==> src/rtl/demorgan_sweep_ctrl_if.sv <==
// demorgan_sweep_ctrl_if: sweep control, network compare inputs and result outputs
interface demorgan_sweep_ctrl_if #(
    parameter int N_IN = 2
);
    logic            start;
    logic            abort;
    logic            lhs_in;
    logic            rhs_in;
    logic [N_IN-1:0] vec_out;
    logic            busy;
    logic            done;
    logic            pass;
    logic [N_IN:0]   mismatch_count;
    logic [N_IN-1:0] first_fail_vec;
    logic            first_fail_valid;

    modport master (
        output start, abort, lhs_in, rhs_in,
        input  vec_out, busy, done, pass, mismatch_count, first_fail_vec, first_fail_valid
    );

    modport slave (
        input  start, abort, lhs_in, rhs_in,
        output vec_out, busy, done, pass, mismatch_count, first_fail_vec, first_fail_valid
    );
endinterface

==> src/rtl/demorgan_sweep_ctrl.sv <==
// demorgan_sweep_ctrl: sweeps a shared vector through two networks and checks they agree
module demorgan_sweep_ctrl #(
    parameter int N_IN   = 2,
    parameter int SETTLE = 1
) (
    input logic                  clk,
    input logic                  reset,
    demorgan_sweep_ctrl_if.slave bus
);
    typedef enum logic [1:0] {S_IDLE, S_SETTLE, S_CHECK, S_DONE} state_t;

    localparam logic [N_IN-1:0] VEC_LAST    = '1;
    localparam logic [7:0]      SETTLE_LOAD = 8'(SETTLE - 1);

    state_t          state_q, state_d;
    logic [N_IN-1:0] vec_q, vec_d, ffv_q, ffv_d;
    logic [N_IN:0]   cnt_q, cnt_d;
    logic [7:0]      settle_q, settle_d;
    logic            busy_q, busy_d, done_q, done_d, pass_q, pass_d, ffval_q, ffval_d;
    logic            mis;

    // X/Z on either network output is treated as a disagreement
    assign mis = (bus.lhs_in ^ bus.rhs_in) !== 1'b0;

    // state and datapath registers, asynchronously cleared
    always_ff @(posedge clk or posedge reset) begin
        if (reset) begin
            state_q  <= S_IDLE;
            vec_q    <= '0;
            ffv_q    <= '0;
            cnt_q    <= '0;
            settle_q <= '0;
            busy_q   <= 1'b0;
            done_q   <= 1'b0;
            pass_q   <= 1'b0;
            ffval_q  <= 1'b0;
        end else begin
            state_q  <= state_d;
            vec_q    <= vec_d;
            ffv_q    <= ffv_d;
            cnt_q    <= cnt_d;
            settle_q <= settle_d;
            busy_q   <= busy_d;
            done_q   <= done_d;
            pass_q   <= pass_d;
            ffval_q  <= ffval_d;
        end
    end

    // next state; abort beats both settle countdown and compare
    always_comb begin
        state_d = state_q;
        case (state_q)
            S_IDLE:   state_d = bus.start ? S_SETTLE : S_IDLE;
            S_SETTLE: state_d = bus.abort ? S_IDLE : (settle_q == 8'd0 ? S_CHECK : S_SETTLE);
            S_CHECK:  state_d = bus.abort ? S_IDLE : (vec_q == VEC_LAST ? S_DONE : S_SETTLE);
            default:  state_d = S_IDLE;
        endcase
    end

    // registered outputs and sweep bookkeeping
    always_comb begin
        vec_d    = vec_q;
        ffv_d    = ffv_q;
        cnt_d    = cnt_q;
        settle_d = settle_q;
        busy_d   = busy_q;
        done_d   = 1'b0;
        pass_d   = pass_q;
        ffval_d  = ffval_q;
        case (state_q)
            S_IDLE: begin
                if (bus.start) begin
                    cnt_d    = '0;
                    ffval_d  = 1'b0;
                    pass_d   = 1'b0;
                    vec_d    = '0;
                    settle_d = SETTLE_LOAD;
                    busy_d   = 1'b1;
                end
            end
            S_SETTLE, S_CHECK: begin
                if (bus.abort) begin
                    busy_d = 1'b0;
                    vec_d  = '0;
                    pass_d = 1'b0;
                end else if (state_q == S_SETTLE) begin
                    if (settle_q != 8'd0) settle_d = settle_q - 8'd1;
                end else begin
                    cnt_d = cnt_q + {{N_IN{1'b0}}, mis};
                    if (mis && !ffval_q) begin
                        ffv_d   = vec_q;
                        ffval_d = 1'b1;
                    end
                    if (vec_q == VEC_LAST) begin
                        busy_d = 1'b0;
                        done_d = 1'b1;
                        pass_d = (cnt_d == '0);
                    end else begin
                        vec_d    = vec_q + 1'b1;
                        settle_d = SETTLE_LOAD;
                    end
                end
            end
            default: ;
        endcase
    end

    assign bus.vec_out          = vec_q;
    assign bus.busy             = busy_q;
    assign bus.done             = done_q;
    assign bus.pass             = pass_q;
    assign bus.mismatch_count   = cnt_q;
    assign bus.first_fail_vec   = ffv_q;
    assign bus.first_fail_valid = ffval_q;
endmodule

==> src/flat_wrapper.sv <==
// flat-port wrapper written by rule: the top's interface ports become plain ports
module demorgan_sweep_ctrl_flat 
#(
    parameter int N_IN   = 2,
    parameter int SETTLE = 1
)
  (clk, reset, bus_start, bus_abort, bus_lhs_in, bus_rhs_in, bus_vec_out, bus_busy, bus_done, bus_pass, bus_mismatch_count, bus_first_fail_vec, bus_first_fail_valid);
  demorgan_sweep_ctrl_if #(.N_IN(N_IN)) bus_i ();
  input logic clk;
  input logic reset;
  input wire logic [$bits(bus_i.start)-1:0] bus_start;
  input wire logic [$bits(bus_i.abort)-1:0] bus_abort;
  input wire logic [$bits(bus_i.lhs_in)-1:0] bus_lhs_in;
  input wire logic [$bits(bus_i.rhs_in)-1:0] bus_rhs_in;
  output wire logic [$bits(bus_i.vec_out)-1:0] bus_vec_out;
  output wire logic [$bits(bus_i.busy)-1:0] bus_busy;
  output wire logic [$bits(bus_i.done)-1:0] bus_done;
  output wire logic [$bits(bus_i.pass)-1:0] bus_pass;
  output wire logic [$bits(bus_i.mismatch_count)-1:0] bus_mismatch_count;
  output wire logic [$bits(bus_i.first_fail_vec)-1:0] bus_first_fail_vec;
  output wire logic [$bits(bus_i.first_fail_valid)-1:0] bus_first_fail_valid;
  assign bus_i.start = bus_start;
  assign bus_i.abort = bus_abort;
  assign bus_i.lhs_in = bus_lhs_in;
  assign bus_i.rhs_in = bus_rhs_in;
  assign bus_vec_out = bus_i.vec_out;
  assign bus_busy = bus_i.busy;
  assign bus_done = bus_i.done;
  assign bus_pass = bus_i.pass;
  assign bus_mismatch_count = bus_i.mismatch_count;
  assign bus_first_fail_vec = bus_i.first_fail_vec;
  assign bus_first_fail_valid = bus_i.first_fail_valid;
  demorgan_sweep_ctrl #(.N_IN(N_IN), .SETTLE(SETTLE)) u_core (.clk(clk), .reset(reset), .bus(bus_i));
endmodule
==> config.mk <==
export PLATFORM = sky130hd
export DESIGN_NAME = demorgan_sweep_ctrl_flat
export DESIGN_NICKNAME = d
export VERILOG_FILES = /design/src/rtl/demorgan_sweep_ctrl_if.sv /design/src/rtl/demorgan_sweep_ctrl.sv /design/src/flat_wrapper.sv
export SDC_FILE = /design/constraint.sdc
export NUM_CORES = 1
export LEC_CHECK = 0
export ABC_AREA = 1
export ABC_CLOCK_PERIOD_IN_PS = 1300
export CAP_MARGIN = 15
export CORE_MARGIN = 8
export CORE_UTILIZATION = 49
export CTS_CLUSTER_SIZE = 30
export DETAILED_ROUTE_END_ITERATION = 10
export GPL_TIMING_DRIVEN = 0
export PLACE_DENSITY = 0.79
export REMOVE_ABC_BUFFERS = 1
export SLEW_MARGIN = 20
export SYNTH_ARGS = -nofsm -noshare
export SYNTH_HDL_FRONTEND = slang
export SYNTH_SLANG_ARGS = --single-unit
==> constraint.sdc <==
create_clock -name clk -period 1.3 [get_ports clk]
set_input_delay 0.26 -clock clk [delete_from_list [all_inputs] [get_ports clk]]
set_output_delay 0.26 -clock clk [all_outputs]
set_load 0.005 [all_outputs]
==> reports/results.tsv <==
stage	metric	value	unit
critical_path	CP startpoint kind	flop	
timing	Peak Freq	0.667	GHz
cts	Post-CTS Hold Fix Bufs	0	
critical_path	worst endpoint required time	1.55	ns
logic_synthesis	fraction of registers with async set/reset	1.00	
final_layout	Ant. Diodes	0	
logic_synthesis	Top FF cell, synth	dfrtp_1	
critical_path	CP arrival	1.75	ns
detailed_routing	WL per Instance	15.0	um
critical_path	CP startpoint	u_core.state_q[1]$_DFF_PP0_	
placement	gpl congestion	0.852	
global_routing	Tot GR Track Use	0.163	
power_and_ir_drop	Seq pwr share	0.213	
cts	htree depth	1	
timing	setup ws final	-0.200	ns
critical_path	worst flop-to-flop path startpoint	u_core.state_q[1]$_DFF_PP0_	
final_layout	fraction of layout instances using a drive strength above 1	0.381	
logic_synthesis	Yosys warning total	0	
detailed_routing	routed wl met3	200	um
detailed_routing	drt total wl	3.69	mm
floorplan	standard-cell rows	18	
critical_path	Crit Path Class	reg2reg	
final_layout	Syn-to-layout area delta	46.2	%
logic_synthesis	synthesized flop and latch total	21	
detailed_routing	Top Layer Used	met4	
placement	port buffer count	16	
outcome	violations in the final reports	setup timing	
cts	clock sinks	21	
logic_synthesis	Synth area leader	dfrtp_1	
critical_path	critical path capture point type	flop	
power_and_ir_drop	combinational fraction of design power	0.721	
detailed_routing	via count	1284	
floorplan	core area	2500	sq um
logic_synthesis	Netlist cell types	23	
logic_synthesis	top cell type's share of synthesized area	0.401	
logic_synthesis	Post-Synthesis Cells	173	
final_layout	Layout Nets	230	
timing	WHS	0.391	ns
logic_synthesis	sequential share of the synthesized area	0.401	
cts	CTS root buf	clkbuf_4	
cts	worst skew pair latency	0.31	ns
detailed_routing	Initial DRC Count	44	
timing	Final setup viols	19	
logic_synthesis	top post-synthesis cells by area	dfrtp_1 (40%), nand2_1 (12%), ha_1 (7.6%)	
floorplan	Die Y	67.7	um
flow_run	Max-Cap Viols	0	
logic_synthesis	most common cell in the synthesized netlist	nand2_1	
power_and_ir_drop	pwr dens	2550	nW/um^2
timing	actual slew at the worst max-slew pin	0.824	ns
logic_synthesis	number of enable flip-flop cells after synthesis	0	
cts	register clock-pin slew on the reported worst setup and hold paths	0.12	ns
timing	Max-slew headroom	0.450	
detailed_routing	DRC	0	
outcome	status	complete, but fails checks	
timing	Clock Skews	0.0110	ns
timing	RSZ-0062 raised after global routing	yes	
global_routing	total gr overflow	0	
placement	post-DP HPWL	2.06	mm
power_and_ir_drop	Cell Int Power	0.00251	W
detailed_routing	met1 WL	1.40	mm
min_path	Hold Crit Class	in2async	
detailed_routing	met2 routed WL	1.96	mm
detailed_routing	drt first pass iters	4	
global_routing	vias in the first global route	1257	
power_and_ir_drop	clock power share	0.066	
floorplan	Die X	67.7	um
final_layout	Layout Cells excl Fill	245	
logic_synthesis	Post-Syn Area	1310	sq um
global_routing	first-pass GRT wire length	5.68	mm
cts	CTS tree	done	
critical_path	crit-path max FO	8	
detailed_routing	vias per cell	5.24	
timing	Hold Vio Cnt, Final	0	
global_routing	largest net degree at the start of global routing	22	
power_and_ir_drop	Max IR drop VDD	1830	uV
timing	Slew Limit Fails	0	
timing	Tcrit/Tclk final	1.15	
detailed_routing	ANT nets after route	0	
power_and_ir_drop	switching pwr	0.00238	W
floorplan	io pins	17	
floorplan	Die ar.	4590	sq um
timing	minimum clock period	1.50	ns
cts	CTS Buf Count	3	
logic_synthesis	syn avg cell area	7.58	sq um
global_routing	initial antenna violation count	0	
power_and_ir_drop	Sw Ratio	0.487	
floorplan	Starting Density	0.525	
cts	clock buffer depth	2	
logic_synthesis	Post-synth top cells	nand2_1 (41), dfrtp_1 (21), inv_1 (20), nor2_1 (20), nand3_1 (16)	
power_and_ir_drop	Leakage	0.972	nW
placement	placed insts	217	
-- metrics by stage --
step / setup TNS, ns / setup slack, ns / instance area, sq um / utilization / power (W)
after floorplan: -1.38 / -0.141 / 1290 / - / 0.00252
after global placement: -6.27 / -0.586 / 1490 / 0.597 / 0.00305
after detailed placement: -6.93 / -0.628 / 1490 / 0.597 / 0.00314
after CTS: -2.07 / -0.181 / 1810 / 0.724 / 0.00433
after global routing: -4.37 / -0.270 / 1920 / 0.767 / 0.00526
final: -3.17 / -0.200 / 1920 / 0.767 / 0.00490
-- worst max-delay path, cell delays in order (launching register included) --
cell and delay [ns]:
dfrtp_1 0.43, inv_2 0.09, ha_4 0.17, nand2_4 0.06, nand2_4 0.06, nor3_4 0.24
nand2_4 0.13, nand2_8 0.13, nand2_2 0.05, nand2_1 0.06
-- power groups by stage --
stage	sequential, W	combinational [W]	clock [W]
after global placement	0.00102	0.00202	0
after floorplan	0.00102	0.00150	0
after global routing	0.00106	0.00383	0.000361
after detailed placement	0.00104	0.00209	0
after CTS	0.00102	0.00298	0.000322
final	0.00104	0.00353	0.000323
-- path summary, 6_finish.rpt --
check	to	slack, ns	cells after the start
min in group clk	u_core.bus.first_fail_vec[0]$_DFFE_PP0P_	0.51	2
max	u_core.settle_q[6]$_DFFE_PP0P_	-0.20	9
max in group asynchronous	u_core.state_q[0]$_DFF_PP0_	0.36	2
min reg2reg	u_core.bus.first_fail_vec[0]$_DFFE_PP0P_	0.51	2
min	u_core.state_q[0]$_DFF_PP0_	0.39	2
max reg2reg	u_core.settle_q[6]$_DFFE_PP0P_	-0.20	9
-- cells in the final DEF (no fill, tap or decap) --
master / synthesis / routed
buf_6: 1 / 4
inv_8: 0 / 1
nor3_4: 0 / 1
inv_2: 8 / 10
clkbuf_1: 0 / 1
nor2_2: 2 / 2
inv_4: 0 / 1
dfrtp_1: 21 / 20
clkbuf_4: 0 / 3
clkdlybuf4s15_1: 0 / 1
ha_1: 8 / 2
nand2_2: 2 / 12
clkdlybuf4s50_1: 0 / 3
dlygate4sd2_1: 0 / 12
nand2_4: 3 / 7
inv_1: 20 / 16
xor2_2: 0 / 1
a21oi_1: 5 / 4
nand3_2: 1 / 3
nand4_1: 2 / 2
ha_4: 0 / 4
xnor2_2: 0 / 1
buf_4: 0 / 18
nand2_1: 41 / 27
o21ai_2: 0 / 1
nand2_8: 0 / 2
nor2_4: 3 / 4
nor2_1: 20 / 19
o21ai_1: 8 / 10
nand3_1: 16 / 14
ha_2: 0 / 2
xnor2_1: 2 / 1
nor3_2: 1 / 2
nor3_1: 3 / 1
a21oi_4: 0 / 2
dfrtp_2: 0 / 1
-- metal layers --
metal  track usage  vias up
met4         0.107        0
met3        0.0414       12
met2         0.279       39
met5             0        -
li1              -      623
met1         0.173      610
-- state kept, by name, summed over array words and instances, names as in the netlist --
name / cells
u_core.bus.first_fail_vec: 2
u_core.bus.vec_out: 2
u_core.bus.busy: 1
u_core.bus.mismatch_count: 3
u_core.bus.pass: 1
u_core.bus.done: 1
u_core.settle_q: 8
u_core.bus.first_fail_valid: 1
u_core.state_q: 2
-- cell families after synthesis --
kind of cell               count (synthesis)  synth area share
and+or+nand+nor                           94             0.343
adders and majority gates                  8            0.0763
buffers and inverters                     30            0.0926
DFF                                       21             0.401
AOI/OAI and AO/OA                         17            0.0677
xor gates and xnor gates                   3            0.0200
-- layout make-up --
| class | instances | area, sq um |
|---|---|---|
| clock buffers | 4 | 26.3 |
| fillers | 181 | 583 |
| inverters | 28 | 115 |
| multi-input cells | 124 | 886 |
| flip-flops and latches | 21 | 527 |
| well taps | 30 | 37.5 |
| repair buffers | 38 | 325 |
-- what timing repair did --
action,4_1_cts,5_1_grt
cloned,1,1
pin swaps,16,14
resized for setup,53,19
endpoints found under the setup margin,31,23
endpoints found under the hold margin,0,0
buffers inserted,18,4
Note: power is estimated with default switching activity, not from simulation.
